<file path="src/rtl/q_pkg.sv">
// Shared definitions for the Q-value bank and its argmax scanner.
//   - QWidthDefault : default width of one signed Q-value
//   - idx_width()   : index width for a count, never narrower than 1 bit
//   - scan_state_e  : scanner FSM encoding (idle / scanning / result pulse)
//   - elem_lsb()    : bit offset of (road, action) inside a flattened bank
package q_pkg;

  localparam int unsigned QWidthDefault = 16;

  function automatic int unsigned idx_width(input int unsigned n);
    return (n > 1) ? $clog2(n) : 1;
  endfunction

  typedef enum logic [1:0] {
    StIdle = 2'd0,
    StScan = 2'd1,
    StDone = 2'd2
  } scan_state_e;

  function automatic int unsigned elem_lsb(input int unsigned road, input int unsigned action,
                                           input int unsigned n_actions,
                                           input int unsigned q_width);
    return (road * n_actions + action) * q_width;
  endfunction

endpackage

</file>
<file path="src/rtl/q_bank_argmax_if.sv">
// Bus between the row writer / scan requester (master) and the Q-value bank (slave).
//   wr_valid/wr_ready/wr_road/wr_data : row write handshake
//   start/scan_road                   : scan request
//   busy/done/max_q/max_action        : scan status and result
//   q_flat                            : whole bank, road-major, action-minor
interface q_bank_argmax_if import q_pkg::*; #(
  parameter int unsigned Q_WIDTH   = QWidthDefault,
  parameter int unsigned N_ACTIONS = 4,
  parameter int unsigned N_ROADS   = 4
) ();

  localparam int unsigned AW = idx_width(N_ACTIONS);
  localparam int unsigned RW = idx_width(N_ROADS);

  logic                               wr_valid;
  logic                               wr_ready;
  logic [RW-1:0]                      wr_road;
  logic [Q_WIDTH*N_ACTIONS-1:0]       wr_data;
  logic                               start;
  logic [RW-1:0]                      scan_road;
  logic                               busy;
  logic                               done;
  logic [Q_WIDTH-1:0]                 max_q;
  logic [AW-1:0]                      max_action;
  logic [Q_WIDTH*N_ACTIONS*N_ROADS-1:0] q_flat;

  modport master (
    output wr_valid, wr_road, wr_data, start, scan_road,
    input  wr_ready, busy, done, max_q, max_action, q_flat
  );

  modport slave (
    input  wr_valid, wr_road, wr_data, start, scan_road,
    output wr_ready, busy, done, max_q, max_action, q_flat
  );

endinterface

</file>
<file path="src/rtl/q_argmax_scan.sv">
// Sequential argmax over one packed row of signed Q-values, one element per cycle.
//   clk, rst      : clock, asynchronous active-high reset
//   start_i       : scan request, honoured only when idle
//   scan_road_i   : road captured with start_i
//   road_o        : latched road, drives the row mux in the parent
//   row_i         : packed row of the latched road
//   busy_o/done_o : not idle / one-cycle result pulse
//   max_q_o, max_action_o : result, held until the next completed scan
module q_argmax_scan import q_pkg::*; #(
  parameter int unsigned Q_WIDTH   = QWidthDefault,
  parameter int unsigned N_ACTIONS = 4,
  parameter int unsigned N_ROADS   = 4
) (
  input  logic                         clk,
  input  logic                         rst,
  input  logic                         start_i,
  input  logic [idx_width(N_ROADS)-1:0] scan_road_i,
  output logic [idx_width(N_ROADS)-1:0] road_o,
  input  logic [Q_WIDTH*N_ACTIONS-1:0] row_i,
  output logic                         busy_o,
  output logic                         done_o,
  output logic [Q_WIDTH-1:0]           max_q_o,
  output logic [idx_width(N_ACTIONS)-1:0] max_action_o
);

  localparam int unsigned AW = idx_width(N_ACTIONS);
  localparam int unsigned RW = idx_width(N_ROADS);

  scan_state_e               state_q;
  logic [RW-1:0]             road_q;
  logic [AW-1:0]             ptr_q;
  logic [AW-1:0]             idx_q;
  logic [AW-1:0]             max_action_q;
  logic signed [Q_WIDTH-1:0] best_q;
  logic signed [Q_WIDTH-1:0] max_q_q;
  logic signed [Q_WIDTH-1:0] elem;
  logic signed [Q_WIDTH-1:0] cand_best;
  logic [AW-1:0]             cand_idx;
  logic                      last;

  always_comb begin
    elem = '0;
    for (int a = 0; a < N_ACTIONS; a++) begin
      if (ptr_q == AW'(a)) elem = row_i[elem_lsb(0, a, N_ACTIONS, Q_WIDTH) +: Q_WIDTH];
    end
  end

  // First element seeds the running best; later ones win only if strictly
  // greater, so ties keep the lowest index.
  always_comb begin
    cand_best = best_q;
    cand_idx  = idx_q;
    if ((ptr_q == '0) || (elem > best_q)) begin
      cand_best = elem;
      cand_idx  = ptr_q;
    end
  end

  assign last = (ptr_q == AW'(N_ACTIONS - 1));

  always_ff @(posedge clk or posedge rst) begin
    if (rst) begin
      state_q      <= StIdle;
      road_q       <= '0;
      ptr_q        <= '0;
      idx_q        <= '0;
      best_q       <= '0;
      max_q_q      <= '0;
      max_action_q <= '0;
    end else begin
      unique case (state_q)
        StIdle: begin
          if (start_i) begin
            road_q  <= scan_road_i;
            ptr_q   <= '0;
            state_q <= StScan;
          end
        end
        StScan: begin
          best_q <= cand_best;
          idx_q  <= cand_idx;
          ptr_q  <= ptr_q + 1'b1;
          if (last) begin
            ptr_q        <= '0;
            max_q_q      <= cand_best;
            max_action_q <= cand_idx;
            state_q      <= StDone;
          end
        end
        StDone:  state_q <= StIdle;
        default: state_q <= StIdle;
      endcase
    end
  end

  assign road_o       = road_q;
  assign busy_o       = (state_q != StIdle);
  assign done_o       = (state_q == StDone);
  assign max_q_o      = max_q_q;
  assign max_action_o = max_action_q;

endmodule

</file>
<file path="src/rtl/q_bank_argmax.sv">
// Registered bank of N_ROADS x N_ACTIONS signed Q-values with a greedy argmax scanner.
//   clk, rst : clock, asynchronous active-high reset
//   bus      : slave side of q_bank_argmax_if (row writes, scan request/result, flat bank)
// Writes are refused while a scan runs so the scanned row stays stable.
module q_bank_argmax import q_pkg::*; #(
  parameter int unsigned Q_WIDTH   = QWidthDefault,
  parameter int unsigned N_ACTIONS = 4,
  parameter int unsigned N_ROADS   = 4
) (
  input  logic            clk,
  input  logic            rst,
  q_bank_argmax_if.slave  bus
);

  localparam int unsigned RW   = idx_width(N_ROADS);
  localparam int unsigned RowW = Q_WIDTH * N_ACTIONS;

  // Packed road-major, so the bank itself is already the q_flat layout.
  logic [N_ROADS-1:0][RowW-1:0] bank_q;
  logic [RowW-1:0]              scan_row;
  logic [RW-1:0]                scan_road_q;
  logic                         busy;
  logic                         wr_fire;

  assign bus.wr_ready = !busy;
  assign wr_fire      = bus.wr_valid && !busy;

  // An out-of-range road matches no row: handshake completes, bank untouched.
  always_ff @(posedge clk or posedge rst) begin
    if (rst) begin
      bank_q <= '0;
    end else if (wr_fire) begin
      for (int r = 0; r < N_ROADS; r++) begin
        if (bus.wr_road == RW'(r)) bank_q[r] <= bus.wr_data;
      end
    end
  end

  always_comb begin
    scan_row = '0;
    for (int r = 0; r < N_ROADS; r++) begin
      if (scan_road_q == RW'(r)) scan_row = bank_q[r];
    end
  end

  assign bus.q_flat = bank_q;
  assign bus.busy   = busy;

  q_argmax_scan #(
    .Q_WIDTH   (Q_WIDTH),
    .N_ACTIONS (N_ACTIONS),
    .N_ROADS   (N_ROADS)
  ) u_scan (
    .clk          (clk),
    .rst          (rst),
    .start_i      (bus.start),
    .scan_road_i  (bus.scan_road),
    .road_o       (scan_road_q),
    .row_i        (scan_row),
    .busy_o       (busy),
    .done_o       (bus.done),
    .max_q_o      (bus.max_q),
    .max_action_o (bus.max_action)
  );

endmodule

</file>
<file path="src/flat_wrapper.sv">
// flat-port wrapper written by rule: the top's interface ports become plain ports
module q_bank_argmax_flat import q_pkg::*;
#(
  parameter int unsigned Q_WIDTH   = QWidthDefault,
  parameter int unsigned N_ACTIONS = 4,
  parameter int unsigned N_ROADS   = 4
)
  (clk, rst, bus_wr_valid, bus_wr_road, bus_wr_data, bus_start, bus_scan_road, bus_wr_ready, bus_busy, bus_done, bus_max_q, bus_max_action, bus_q_flat);
  q_bank_argmax_if #(.Q_WIDTH(Q_WIDTH), .N_ACTIONS(N_ACTIONS), .N_ROADS(N_ROADS)) bus_i ();
  input  logic clk;
  input  logic rst;
  input wire logic [$bits(bus_i.wr_valid)-1:0] bus_wr_valid;
  input wire logic [$bits(bus_i.wr_road)-1:0] bus_wr_road;
  input wire logic [$bits(bus_i.wr_data)-1:0] bus_wr_data;
  input wire logic [$bits(bus_i.start)-1:0] bus_start;
  input wire logic [$bits(bus_i.scan_road)-1:0] bus_scan_road;
  output wire logic [$bits(bus_i.wr_ready)-1:0] bus_wr_ready;
  output wire logic [$bits(bus_i.busy)-1:0] bus_busy;
  output wire logic [$bits(bus_i.done)-1:0] bus_done;
  output wire logic [$bits(bus_i.max_q)-1:0] bus_max_q;
  output wire logic [$bits(bus_i.max_action)-1:0] bus_max_action;
  output wire logic [$bits(bus_i.q_flat)-1:0] bus_q_flat;
  assign bus_i.wr_valid = bus_wr_valid;
  assign bus_i.wr_road = bus_wr_road;
  assign bus_i.wr_data = bus_wr_data;
  assign bus_i.start = bus_start;
  assign bus_i.scan_road = bus_scan_road;
  assign bus_wr_ready = bus_i.wr_ready;
  assign bus_busy = bus_i.busy;
  assign bus_done = bus_i.done;
  assign bus_max_q = bus_i.max_q;
  assign bus_max_action = bus_i.max_action;
  assign bus_q_flat = bus_i.q_flat;
  q_bank_argmax #(.Q_WIDTH(Q_WIDTH), .N_ACTIONS(N_ACTIONS), .N_ROADS(N_ROADS)) u_core (.clk(clk), .rst(rst), .bus(bus_i));
endmodule
</file>
<file path="config.mk">
export PLATFORM = sky130hd
export DESIGN_NAME = q_bank_argmax_flat
export DESIGN_NICKNAME = d
export VERILOG_FILES = /design/src/rtl/q_pkg.sv /design/src/rtl/q_bank_argmax_if.sv /design/src/rtl/q_argmax_scan.sv /design/src/rtl/q_bank_argmax.sv /design/src/flat_wrapper.sv
export SDC_FILE = /design/constraint.sdc
export NUM_CORES = 1
export LEC_CHECK = 0
export BUFFER_PORTS_ARGS = -buffer_cell sky130_fd_sc_hd__buf_2
export CORE_MARGIN = 8
export CORE_UTILIZATION = 30
export CTS_BUF_LIST = sky130_fd_sc_hd__clkbuf_8
export CTS_CLUSTER_DIAMETER = 50
export CTS_CLUSTER_SIZE = 28
export DETAILED_ROUTE_END_ITERATION = 16
export GPL_ROUTABILITY_DRIVEN = 0
export GPL_TIMING_DRIVEN = 0
export PLACE_DENSITY = 0.53
export SKIP_CTS_REPAIR_TIMING = 1
export SLEW_MARGIN = 20
export SYNTH_ARGS = -nofsm -noshare
export SYNTH_HDL_FRONTEND = slang
export SYNTH_HIERARCHICAL = 1
export SYNTH_SLANG_ARGS = --single-unit
</file>
<file path="constraint.sdc">
create_clock -name clk -period 23.8 [get_ports clk]
set_input_delay 2.38 -clock clk [delete_from_list [all_inputs] [get_ports clk]]
set_output_delay 2.38 -clock clk [all_outputs]
set_load 0.01 [all_outputs]
</file>
==> impl_metrics.env <==
export IMPL_grt_max_degree=94
export IMPL_synth_edf_count=0
export IMPL_period_minus_slack_ns=4.699
export IMPL_die_area_um2=56350
export IMPL_fill_cells=4732
export IMPL_ys_warn_count=6
export IMPL_cts_sinks=298
export IMPL_slew_headroom_pct=55.27
export IMPL_initial_core_util_pct=30.23
export IMPL_irDropWorstVdd_mv=0.06719
export IMPL_hp_class="flop to flop"
export IMPL_fin_worst_skew_ns=0.03243
export IMPL_crit_type="flop to flop"
export IMPL_start_kind="flop"
export IMPL_dp_hpwl_um=37640
export IMPL_grt_pass1_wl_um=73500
export IMPL_grt_pass1_vias=10570
export IMPL_synth_cells=926
export IMPL_ctsLongestPathBuffers=3
export IMPL_crit_fanout=10
export IMPL_portBuffers=348
export IMPL_syn_num_nets=1018
export IMPL_cts_max_level=2
export IMPL_ys_seq_area_share_pct=50.71
export IMPL_p_comb_share_pct=52.9
export IMPL_fin_crit_sh_pct=19.74
export IMPL_setup_violations_final=0
export IMPL_nNetsFinal=1413
export IMPL_ant_nets=0
export IMPL_syn_area_um2=14700
export IMPL_grt_use_total_pct=17.37
export IMPL_report_power_total_uw=3017
export IMPL_p_seq_share_pct=32.1
export IMPL_status="finished clean"
export IMPL_hold_viol=0
export IMPL_worstMarginPinSlew_ns=0.6639
export IMPL_ys_ff_latch=298
export IMPL_yosysUniqueCellTypes=41
export IMPL_avgSynthCellArea_um2=15.88
export IMPL_hold_depth=1
export IMPL_r2r_end="u_core/u_scan/best_q[4]"
export IMPL_drc=0
export IMPL_r2r_cells=17
export IMPL_rows=81
export IMPL_die_w_um=237.4
export IMPL_clkLatencyLatePin_ns=0.62
export IMPL_numCtsBuffers=42
export IMPL_crit_required_ns=24.28
export IMPL_final_cell_mix="buf_2, dfrtp_1, mux2_4"
export IMPL_fin_tns_setup_ns=0
export IMPL_routed_wl_um=49530
export IMPL_synth_top_cell_area_share_pct=50.71
export IMPL_arrival_ns=5.18
export IMPL_p_int_uw=1774
export IMPL_fmax_ghz=0.2128
export IMPL_netlist_top_cells_area="dfrtp_1, mux2_4, mux4_2"
export IMPL_drt_initial_drc_count=496
export IMPL_leakagePower_uw=0.008610
export IMPL_grt_setup_unrepaired="false"
export IMPL_cts_tree="yes"
export IMPL_end_kind="flop"
export IMPL_die_height_um=237.4
export IMPL_final_common_cell="buf_2"
export IMPL_r2r_slack_ns=19.10
export IMPL_maxCapViolCount=0
export IMPL_utilization_pct=37.53
export IMPL_switchingPower_uw=1243
export IMPL_drive_above_1_share_pct=60.19
export IMPL_grt_ovfl_total=0
export IMPL_vias=9659
export IMPL_antenna_found_initial=3
export IMPL_root_buffer="clkbuf_8"
export IMPL_switching_share_pct=41.20
export IMPL_core_area_um2=48650
export IMPL_clock_power_share_pct=15.0
export IMPL_powerDensity_nw_per_um2=165.2
export IMPL_slew_viol_final=0
export IMPL_vias_per_cell=4.881
export IMPL_min_from="u_core/u_scan/state_q[1]"
export IMPL_synth_top_area_cell="dfrtp_1"
export IMPL_ys_flop_type="dfrtp_1"
export IMPL_syn_to_final_growth_pct=24.16
export IMPL_clkSlewWorstSetupHoldPaths_ns=0.08
export IMPL_async_reset_ff_share_pct=100.0
export IMPL_drt_pass1_iterations=4
export IMPL_hold_path_end="u_core/u_scan/state_q[0]"
export IMPL_wl_per_cell_um=25.03
export IMPL_io_pins=349
export IMPL_reg2reg_from="u_core/u_scan/ptr_q[0]"
cells by family (layout without fill, tap and decap cells):
group	count (synthesis)	in the layout	synth area share, %
fa+ha+maj	20	20	1.702
buf+inv	86	514	4.408
simple gates	95	95	3.727
flops	298	298	50.71
other cells	0	3	0
compound gates	87	87	3.761
mux	340	340	35.69
Yosys cell counts, types with 2 or more instances:
library cell	count
dfrtp_1	298
inv_1	25
nand2b_1	4
nand2_1	35
a22o_1	3
buf_4	14
and4bb_1	2
o21ai_0	17
nor2b_1	2
o211ai_1	2
o2bb2ai_1	2
buf_6	23
a221o_1	16
a21oi_1	42
nand3b_1	16
and3_1	15
buf_12	6
mux2_4	187
ha_1	20
mux2i_1	3
mux4_2	64
clkbuf_1	16
buf_2	2
nand4_1	3
nor2_1	7
mux2_2	86
a211oi_1	2
worst max-delay path, cell delays in order, from the launching register on:
cell and delay [ns]:
dfrtp_1 0.47, inv_1 0.15, ha_1 0.16, clkbuf_1 0.38, clkbuf_1 0.44, nand3b_1 0.17
a21oi_1 0.28, a21oi_1 0.06, o21ai_0 0.50, ha_1 0.36, nand4_1 0.13, o21ai_0 0.10
o31ai_1 0.38, o211ai_1 0.16, a22o_1 0.23, buf_6 0.15, buf_6 0.16, mux2_4 0.30
per-layer routing:
layer | track usage, % | vias up | share of wire [%]
li1 | - | 4258 | -
met1 | 22.40 | 5054 | 43
met2 | 27.20 | 261 | 46
met3 | 4.551 | 86 | 6.3
met4 | 7.995 | 0 | 4.1
met5 | 0 | - | 0
power by group through the flow:
stage               Sequential [uW]  Combinational, uW  Clock, uW
finish                          968               1600        453
global placement                967               1610          0
floorplan                      1030                892          0
detailed placement              975               1620          0
global route                   1000               1710        492
CTS                             967               1630        471
stage by stage:
step                hold slack [ns]  cells  area [um^2]  setup WS [ns]
finish                       0.5017   1979        18260          19.10
global route                 0.5334   1978        18250          18.63
CTS                          0.4997   1976        18250          19.09
detailed placement           0.4889   1899        17310          19.12
global placement             0.4780   1896        17220          10.96
floorplan                    0.4614    926        14700          14.38
state kept, by name, summed over array words and instances, names as in the netlist:
| signal | flops |
|---|---|
| u_core/bus.q_flat | 256 |
| u_core/u_scan/best_q | 16 |
| u_core/u_scan/idx_q | 2 |
| u_core/u_scan/max_action_o | 2 |
| u_core/u_scan/max_q_o | 16 |
| u_core/u_scan/ptr_q | 2 |
| u_core/u_scan/road_o | 2 |
| u_core/u_scan/state_q | 2 |
final cells by class:
class                           count  area [um^2]  share of cell area, %
Sequential cell                   298         7457                  40.85
Multi-Input combinational cell    542         6599                  36.15
Timing Repair Buffer              351         1817                  9.951
Tap cell                          622        778.2                  4.263
Clock buffer                       47        646.9                  3.543
Buffer                             61        554.3                  3.036
Clock inverter                     30        295.3                  1.617
Inverter                           25        101.3                 0.5551
Antenna cell                        3        7.507                0.04112
worst max path at each step:
| stage | start | to | slack [ns] | cells after the start |
|---|---|---|---|---|
| 2_1_floorplan | rst | u_core/bus.q_flat[0] | 14.38 | 1 |
| 3_3_place_gp | rst | u_core/bus.q_flat[218] | 10.96 | 2 |
| 3_5_place_dp | u_core/u_scan/ptr_q[0] | u_core/u_scan/max_q_o[7] | 19.12 | 16 |
| 4_1_cts | u_core/u_scan/ptr_q[0] | u_core/u_scan/best_q[5] | 19.09 | 17 |
| 5_1_grt | u_core/u_scan/ptr_q[0] | u_core/u_scan/max_q_o[5] | 18.63 | 16 |
| 6_report | u_core/u_scan/ptr_q[0] | u_core/u_scan/best_q[4] | 19.10 | 17 |
No activity file was read; power rests on OpenSTA's default activity.
